$ cat src/rtl/idli_sqi_rbuf_if.sv
// ----------------------------------------------------------------------------
// idli_sqi_rbuf_if
// Slice-stream bundle between a producer and the SQI slice buffer.
//
// Parameters:
//   SLICE_W  bits per slice
//   SLICES   slices per word (power of two, >= 2)
//   CTR_W    width of the global slice counter
//
// Signals (named from the buffer's point of view):
//   i_sqi_ctr    global slice counter, SLICES-1 marks the last slice of a word
//   i_sqi_push   write i_sqi_slice at the pointer and advance
//   i_sqi_flush  abandon the current word, restart at slice 0 ascending
//   i_sqi_mode   0 = reverse (serpentine), 1 = in-order
//   i_sqi_slice  write data
//   o_sqi_slice  slice currently at the pointer (value being overwritten)
//   o_sqi_data   whole buffer, slice i at [i*SLICE_W +: SLICE_W]
//   o_sqi_vld    buffer holds a complete word written in the current mode
//
// Modports: master (producer/bench), slave (buffer).
// ----------------------------------------------------------------------------
interface idli_sqi_rbuf_if #(
   parameter int unsigned SLICE_W = 4,
   parameter int unsigned SLICES  = 4,
   parameter int unsigned CTR_W   = $clog2(SLICES)
) ();

   logic [CTR_W-1:0]          i_sqi_ctr;
   logic                      i_sqi_push;
   logic                      i_sqi_flush;
   logic                      i_sqi_mode;
   logic [SLICE_W-1:0]        i_sqi_slice;
   logic [SLICE_W-1:0]        o_sqi_slice;
   logic [SLICES*SLICE_W-1:0] o_sqi_data;
   logic                      o_sqi_vld;

   modport master (
      output i_sqi_ctr, i_sqi_push, i_sqi_flush, i_sqi_mode, i_sqi_slice,
      input  o_sqi_slice, o_sqi_data, o_sqi_vld
   );

   modport slave (
      input  i_sqi_ctr, i_sqi_push, i_sqi_flush, i_sqi_mode, i_sqi_slice,
      output o_sqi_slice, o_sqi_data, o_sqi_vld
   );

endinterface

$ cat src/rtl/idli_sqi_rbuf_m.sv
// ----------------------------------------------------------------------------
// idli_sqi_rbuf_m
// Serpentine slice buffer for the SQI datapath. Holds one word of
// SLICES x SLICE_W bits, written one slice per push. Every push reads out
// the slice it overwrites, so in reverse mode the pointer sweeps up then
// down and the read order is the reverse of the write order, fully
// pipelined. Optional in-order (delay-line) mode, word-valid flag and
// synchronous flush. Priority: reset > flush > push.
//
// Ports:
//   i_sqi_gck  clock
//   i_sqi_rst  synchronous active-high reset
//   sqi        idli_sqi_rbuf_if.slave bundle (ctr/push/flush/mode/slice in,
//              slice/data/vld out)
//
// Build option:
//   IDLI_SQI_RBUF_INORDER_EN  when defined, i_sqi_mode is latched on flush
//                             and end of word, enabling in-order mode and
//                             mode switching. Undefined: reverse-only,
//                             i_sqi_mode ignored.
// ----------------------------------------------------------------------------
module idli_sqi_rbuf_m #(
   parameter int unsigned SLICE_W = 4,
   parameter int unsigned SLICES  = 4,
   parameter int unsigned CTR_W   = $clog2(SLICES)
) (
   input  logic                  i_sqi_gck,
   input  logic                  i_sqi_rst,
   idli_sqi_rbuf_if.slave        sqi
);

   typedef enum logic {DIR_ASC  = 1'b0, DIR_DSC    = 1'b1} dir_e;
   typedef enum logic {MODE_REV = 1'b0, MODE_INORD = 1'b1} mode_e;

   localparam logic [CTR_W-1:0] LAST = CTR_W'(SLICES - 1);

   logic [SLICES-1:0][SLICE_W-1:0] data_q, data_d;
   logic [CTR_W-1:0]               ptr_q, ptr_d;
   logic [CTR_W-1:0]               ptr_inc, ptr_dec;
   dir_e                           dir_q, dir_d;
   mode_e                          mode_q;
   logic                           vld_q, vld_d;
   logic                           eow;
   logic                           flip;

`ifdef IDLI_SQI_RBUF_INORDER_EN
   mode_e                          mode_d;
`endif

   // Pointer arithmetic wraps modulo SLICES explicitly so a wider CTR_W
   // override still stays inside the buffer.
   assign ptr_inc = (ptr_q == LAST)     ? '0   : ptr_q + CTR_W'(1);
   assign ptr_dec = (ptr_q == '0)       ? LAST : ptr_q - CTR_W'(1);

   assign eow  = sqi.i_sqi_push && (sqi.i_sqi_ctr == LAST);

   // At the end of an aligned word the pointer sits at an end of the buffer;
   // it holds there and the sweep reverses, so the next word reads back from
   // the slice just written.
   assign flip = eow && (((dir_q == DIR_ASC) && (ptr_q == LAST)) ||
                         ((dir_q == DIR_DSC) && (ptr_q == '0)));

   always_comb begin
      data_d = data_q;
      ptr_d  = ptr_q;
      dir_d  = dir_q;
      vld_d  = vld_q;
`ifdef IDLI_SQI_RBUF_INORDER_EN
      mode_d = mode_q;
`endif
      if (sqi.i_sqi_flush) begin
         ptr_d = '0;
         dir_d = DIR_ASC;
         vld_d = 1'b0;
`ifdef IDLI_SQI_RBUF_INORDER_EN
         mode_d = mode_e'(sqi.i_sqi_mode);
`endif
      end else if (sqi.i_sqi_push) begin
         data_d[ptr_q] = sqi.i_sqi_slice;

         if (mode_q == MODE_INORD) begin
            ptr_d = ptr_inc;
            dir_d = DIR_ASC;
         end else if (flip) begin
            dir_d = (dir_q == DIR_ASC) ? DIR_DSC : DIR_ASC;
         end else begin
            ptr_d = (dir_q == DIR_ASC) ? ptr_inc : ptr_dec;
         end

         if (eow) begin
`ifdef IDLI_SQI_RBUF_INORDER_EN
            // A mode change overrides the pointer update above: the word in
            // flight belongs to the old order, so restart cleanly at slice 0.
            mode_d = mode_e'(sqi.i_sqi_mode);
            if (mode_d != mode_q) begin
               ptr_d = '0;
               dir_d = DIR_ASC;
               vld_d = 1'b0;
            end else begin
               vld_d = 1'b1;
            end
`else
            vld_d = 1'b1;
`endif
         end
      end
   end

   always_ff @(posedge i_sqi_gck) begin
      if (i_sqi_rst) begin
         data_q <= '0;
         ptr_q  <= '0;
         dir_q  <= DIR_ASC;
         vld_q  <= 1'b0;
      end else begin
         data_q <= data_d;
         ptr_q  <= ptr_d;
         dir_q  <= dir_d;
         vld_q  <= vld_d;
      end
   end

`ifdef IDLI_SQI_RBUF_INORDER_EN
   always_ff @(posedge i_sqi_gck) begin
      if (i_sqi_rst) begin
         mode_q <= MODE_REV;
      end else begin
         mode_q <= mode_d;
      end
   end
`else
   assign mode_q = MODE_REV;
`endif

   assign sqi.o_sqi_slice = data_q[ptr_q];
   assign sqi.o_sqi_data  = data_q;
   assign sqi.o_sqi_vld   = vld_q;

endmodule

$ cat src/flat_wrapper.sv
// flat-port wrapper written by rule: the top's interface ports become plain ports
module idli_sqi_rbuf_m_flat 
#(
   parameter int unsigned SLICE_W = 4,
   parameter int unsigned SLICES  = 4,
   parameter int unsigned CTR_W   = $clog2(SLICES)
)
  (i_sqi_gck, i_sqi_rst, sqi_i_sqi_ctr, sqi_i_sqi_push, sqi_i_sqi_flush, sqi_i_sqi_mode, sqi_i_sqi_slice, sqi_o_sqi_slice, sqi_o_sqi_data, sqi_o_sqi_vld);
  idli_sqi_rbuf_if #(.SLICE_W(SLICE_W), .SLICES(SLICES), .CTR_W(CTR_W)) sqi_i ();
  input  logic i_sqi_gck;
  input  logic i_sqi_rst;
  input wire logic [$bits(sqi_i.i_sqi_ctr)-1:0] sqi_i_sqi_ctr;
  input wire logic [$bits(sqi_i.i_sqi_push)-1:0] sqi_i_sqi_push;
  input wire logic [$bits(sqi_i.i_sqi_flush)-1:0] sqi_i_sqi_flush;
  input wire logic [$bits(sqi_i.i_sqi_mode)-1:0] sqi_i_sqi_mode;
  input wire logic [$bits(sqi_i.i_sqi_slice)-1:0] sqi_i_sqi_slice;
  output wire logic [$bits(sqi_i.o_sqi_slice)-1:0] sqi_o_sqi_slice;
  output wire logic [$bits(sqi_i.o_sqi_data)-1:0] sqi_o_sqi_data;
  output wire logic [$bits(sqi_i.o_sqi_vld)-1:0] sqi_o_sqi_vld;
  assign sqi_i.i_sqi_ctr = sqi_i_sqi_ctr;
  assign sqi_i.i_sqi_push = sqi_i_sqi_push;
  assign sqi_i.i_sqi_flush = sqi_i_sqi_flush;
  assign sqi_i.i_sqi_mode = sqi_i_sqi_mode;
  assign sqi_i.i_sqi_slice = sqi_i_sqi_slice;
  assign sqi_o_sqi_slice = sqi_i.o_sqi_slice;
  assign sqi_o_sqi_data = sqi_i.o_sqi_data;
  assign sqi_o_sqi_vld = sqi_i.o_sqi_vld;
  idli_sqi_rbuf_m #(.SLICE_W(SLICE_W), .SLICES(SLICES), .CTR_W(CTR_W)) u_core (.i_sqi_gck(i_sqi_gck), .i_sqi_rst(i_sqi_rst), .sqi(sqi_i));
endmodule
$ cat config.mk
export PLATFORM = sky130hd
export DESIGN_NAME = idli_sqi_rbuf_m_flat
export DESIGN_NICKNAME = d
export VERILOG_FILES = /design/src/rtl/idli_sqi_rbuf_if.sv /design/src/rtl/idli_sqi_rbuf_m.sv /design/src/flat_wrapper.sv
export SDC_FILE = /design/constraint.sdc
export NUM_CORES = 1
export LEC_CHECK = 0
export BUFFER_PORTS_ARGS = -buffer_cell sky130_fd_sc_hd__buf_2
export CAP_MARGIN = 40
export CORE_ASPECT_RATIO = 1.5
export CORE_MARGIN = 2
export CORE_UTILIZATION = 40
export DETAILED_ROUTE_END_ITERATION = 8
export PLACE_DENSITY = 0.67
export RECOVER_POWER = 25
export SLEW_MARGIN = 20
export SYNTH_ARGS = -nofsm -noshare
export SYNTH_HDL_FRONTEND = slang
export SYNTH_SLANG_ARGS = --single-unit
$ cat constraint.sdc
create_clock -name i_sqi_gck -period 2.35 [get_ports i_sqi_gck]
set_input_delay 0.3525 -clock i_sqi_gck [delete_from_list [all_inputs] [get_ports i_sqi_gck]]
set_output_delay 0.3525 -clock i_sqi_gck [all_outputs]
set_load 0.05 [all_outputs]
==> metrics.yaml <==
timing:
  layout_min_cycle_time_ns: 2.11
  setup_viol: 0
  hold_ws_ns: 0.318
  period_share_pct: 89.6
  maxSlewViolCount: 0
  worstMarginPinSlew_ns: 0.619
  rsz0062_at_grt: "false"
  tns_ns: 0
  max_freq_mhz: 475
  hold_viol_final: 0
  worst_slack_ns: 0.244
  fin_skew_ns: 0.00454
  maxSlewHeadroom_pct: 58.9
setup_path:
  crit_fanout: 11
  cp.depth: 2
  timing_worst_setup_path_type: "register to output pin"
  slowest_stage: "dfxtp_1"
  max_stage_delay_ns: 0.66
  crit_buf_inv: 1
  start_kind: "register"
  critical_path_required_ns: 2.00
  crit_chain: "mux4_2 -> buf_2"
  crit_start: "u_core.ptr_q[0]"
  crit_family: "flip-flops"
  critPathCaptureType: "output pin"
  r2r.worst_path.cells: 4
  timing.rr.start: "u_core.ptr_q[0]"
  cp.arrival_ns: 1.75
route:
  vias: 774
  routedWlPerCell_um: 14.2
  viasPerCell: 5.34
  drcViolationCount: 0
  first_pass_iters: 4
  drtIter0Drc: 6
  final_antenna_net_count: 0
  wl_um: 2060
status:
  status: "complete, no violations"
run:
  drv_cap: 0
power:
  p_leak_nw: 0.578
  p_per_area_nw_per_um2: 623
  max-vdd-ir-drop_v: 0.000392
  finalPower_mw: 0.723
floorplan:
  initial_core_util_pct: 42.7
  coreArea_um2: 2260
  die_w_um: 44.1
  row_count: 21
  dieArea_um2: 2830
  die_h_um: 64.1
  num_io_pins: 32
layout:
  n_antenna_cell: 0
  drive_above_1_share_pct: 26.2
  fin_nets: 138
  postLayoutCoreUtil_pct: 51.4
  syn_to_final_growth_pct: 20.4
  fin_area_um2: 1160
  instances_no_fill: 145
grt:
  grt_pass1_wl_um: 3390
  grt_usage_pct: 16.2
  grt_max_degree: 18
  antenna_found_initial: 0
  grt_pass1_vias: 768
  gr-total-overflow: 0
place:
  gp_congestion: 0.770
  preCtsSetupSlack_ns: 0.574
  dp_hpwl_um: 1570
  port_buffers: 30
  place_inst: 141
  dpl_cell_area_um2: 1120
clocking:
  cts_root_buf: "clkbuf_4"
  cts.sink_count: 20
  cts_setup_buffers: 0
  path_clk_slew_ns: 0.11
  clock_path_buffers: 2
  cts_max_level: 1
  cts_resized: 0
  cts_buffers: 3
  cts_tree: "built"
  clk_latency_ns: 0.31
  ctsHoldBuffers: 0
hold_path:
  min_from: "sqi_i_sqi_slice[0]"
  min_path_type: "input port to register"
  hold_depth: 3
logic_synthesis:
  syn_area_um2: 965
  avgSynthCellArea_um2: 10.5
  ys_seq_area_share_pct: 41.5
  netlist_instances: 92
  ys_seq_elements: 20
  yosys_warnings: 0
  synth_cell_type_count: 22
  synth_nets: 107
==> metal layers <==
metal	share of wire [%]	up-vias	GRT usage, %
li1	-	385	-
met1	43	360	19.5
met2	50	24	27.0
met3	4.6	5	1.69
met4	2.7	0	9.09
met5	0	-	0
==> power by group <==
group / leakage, nW / internal (mW) / total [mW] / switching (mW)
registers: 0.162 / 0.345 / 0.353 / 0.00800
logic: 0.389 / 0.0298 / 0.0891 / 0.0593
clock network: 0.0279 / 0.173 / 0.281 / 0.108
total: 0.578 / 0.548 / 0.723 / 0.176
==> placed cells by master (no fill, tap or decap) <==
master      n
xnor2_1     1
or2_0       1
a311oi_1    1
inv_1       2
dfxtp_1    20
o2bb2ai_1   1
nand4b_1    1
a21oi_1     2
nor2_1     21
ha_1        4
inv_2       1
mux2i_1    17
nand3b_1    5
and3_1      2
bufinv_16   1
clkbuf_4    3
nand2_1     2
mux4_2      4
o21ai_0     1
a2111oi_2   1
mux2_2      1
buf_2      21
clkbuf_1    9
==> final cells by class <==
class                      instances  area, um2
clock inverter                     1       30.0
inverter                           3       11.3
timing repair buffer              30        139
sequential                        20        400
clock buffer                       3       22.5
multi-input combinational         65        529
tap                               23       28.8
fill                             232       1100
==> registers in the layout (all words and copies together), names as in the netlist <==
register / cells
u_core.dir_q: 1
u_core.ptr_q: 2
u_core.sqi.o_sqi_vld: 1
u_core.sqi.o_sqi_data: 16
==> cells in the mapped netlist, drive strengths merged <==
cell,count,area share [%]
mux4,4,9.3
mux2i,17,18
inv,3,1.2
clkbuf,1,0.39
o21ai,1,0.52
ha,4,5.2
a21oi,2,1.0
xnor2,1,0.91
nor2,21,8.2
or2,1,0.65
buf,3,2.1
nand2,2,0.78
dfxtp,20,42
o2bb2ai,1,0.91
a311oi,1,0.91
mux2,1,1.2
nand3b,5,3.9
and3,2,1.3
nand4b,1,0.91
a2111oi,1,1.6
==> final timing paths <==
kind,end,slack [ns]
setup / recovery,sqi_o_sqi_slice[3],0.24
setup reg to reg,u_core.ptr_q[1],0.64
hold reg to reg,u_core.sqi.o_sqi_vld,0.48
hold / removal,u_core.sqi.o_sqi_data[4],0.32
==> worst min-delay path, cell delays in order <==
cell     delay [ns]
buf_2          0.11
mux2i_1        0.07
nor2_1         0.07
==> cell families (layout without fill, tap and decap cells) <==
family	count (synthesis)	in the layout	synth area share (%)
XOR/XNOR	1	1	0.908
AND/OR/NAND/NOR	32	32	15.7
flip-flops	20	20	41.5
multiplexers	22	22	28.1
adder cells (fa/ha/maj)	4	4	5.19
AO/OA/AOI/OAI	6	6	4.93
buffers and inverters	7	37	3.63
Note: power is estimated with default switching activity, not from simulation.
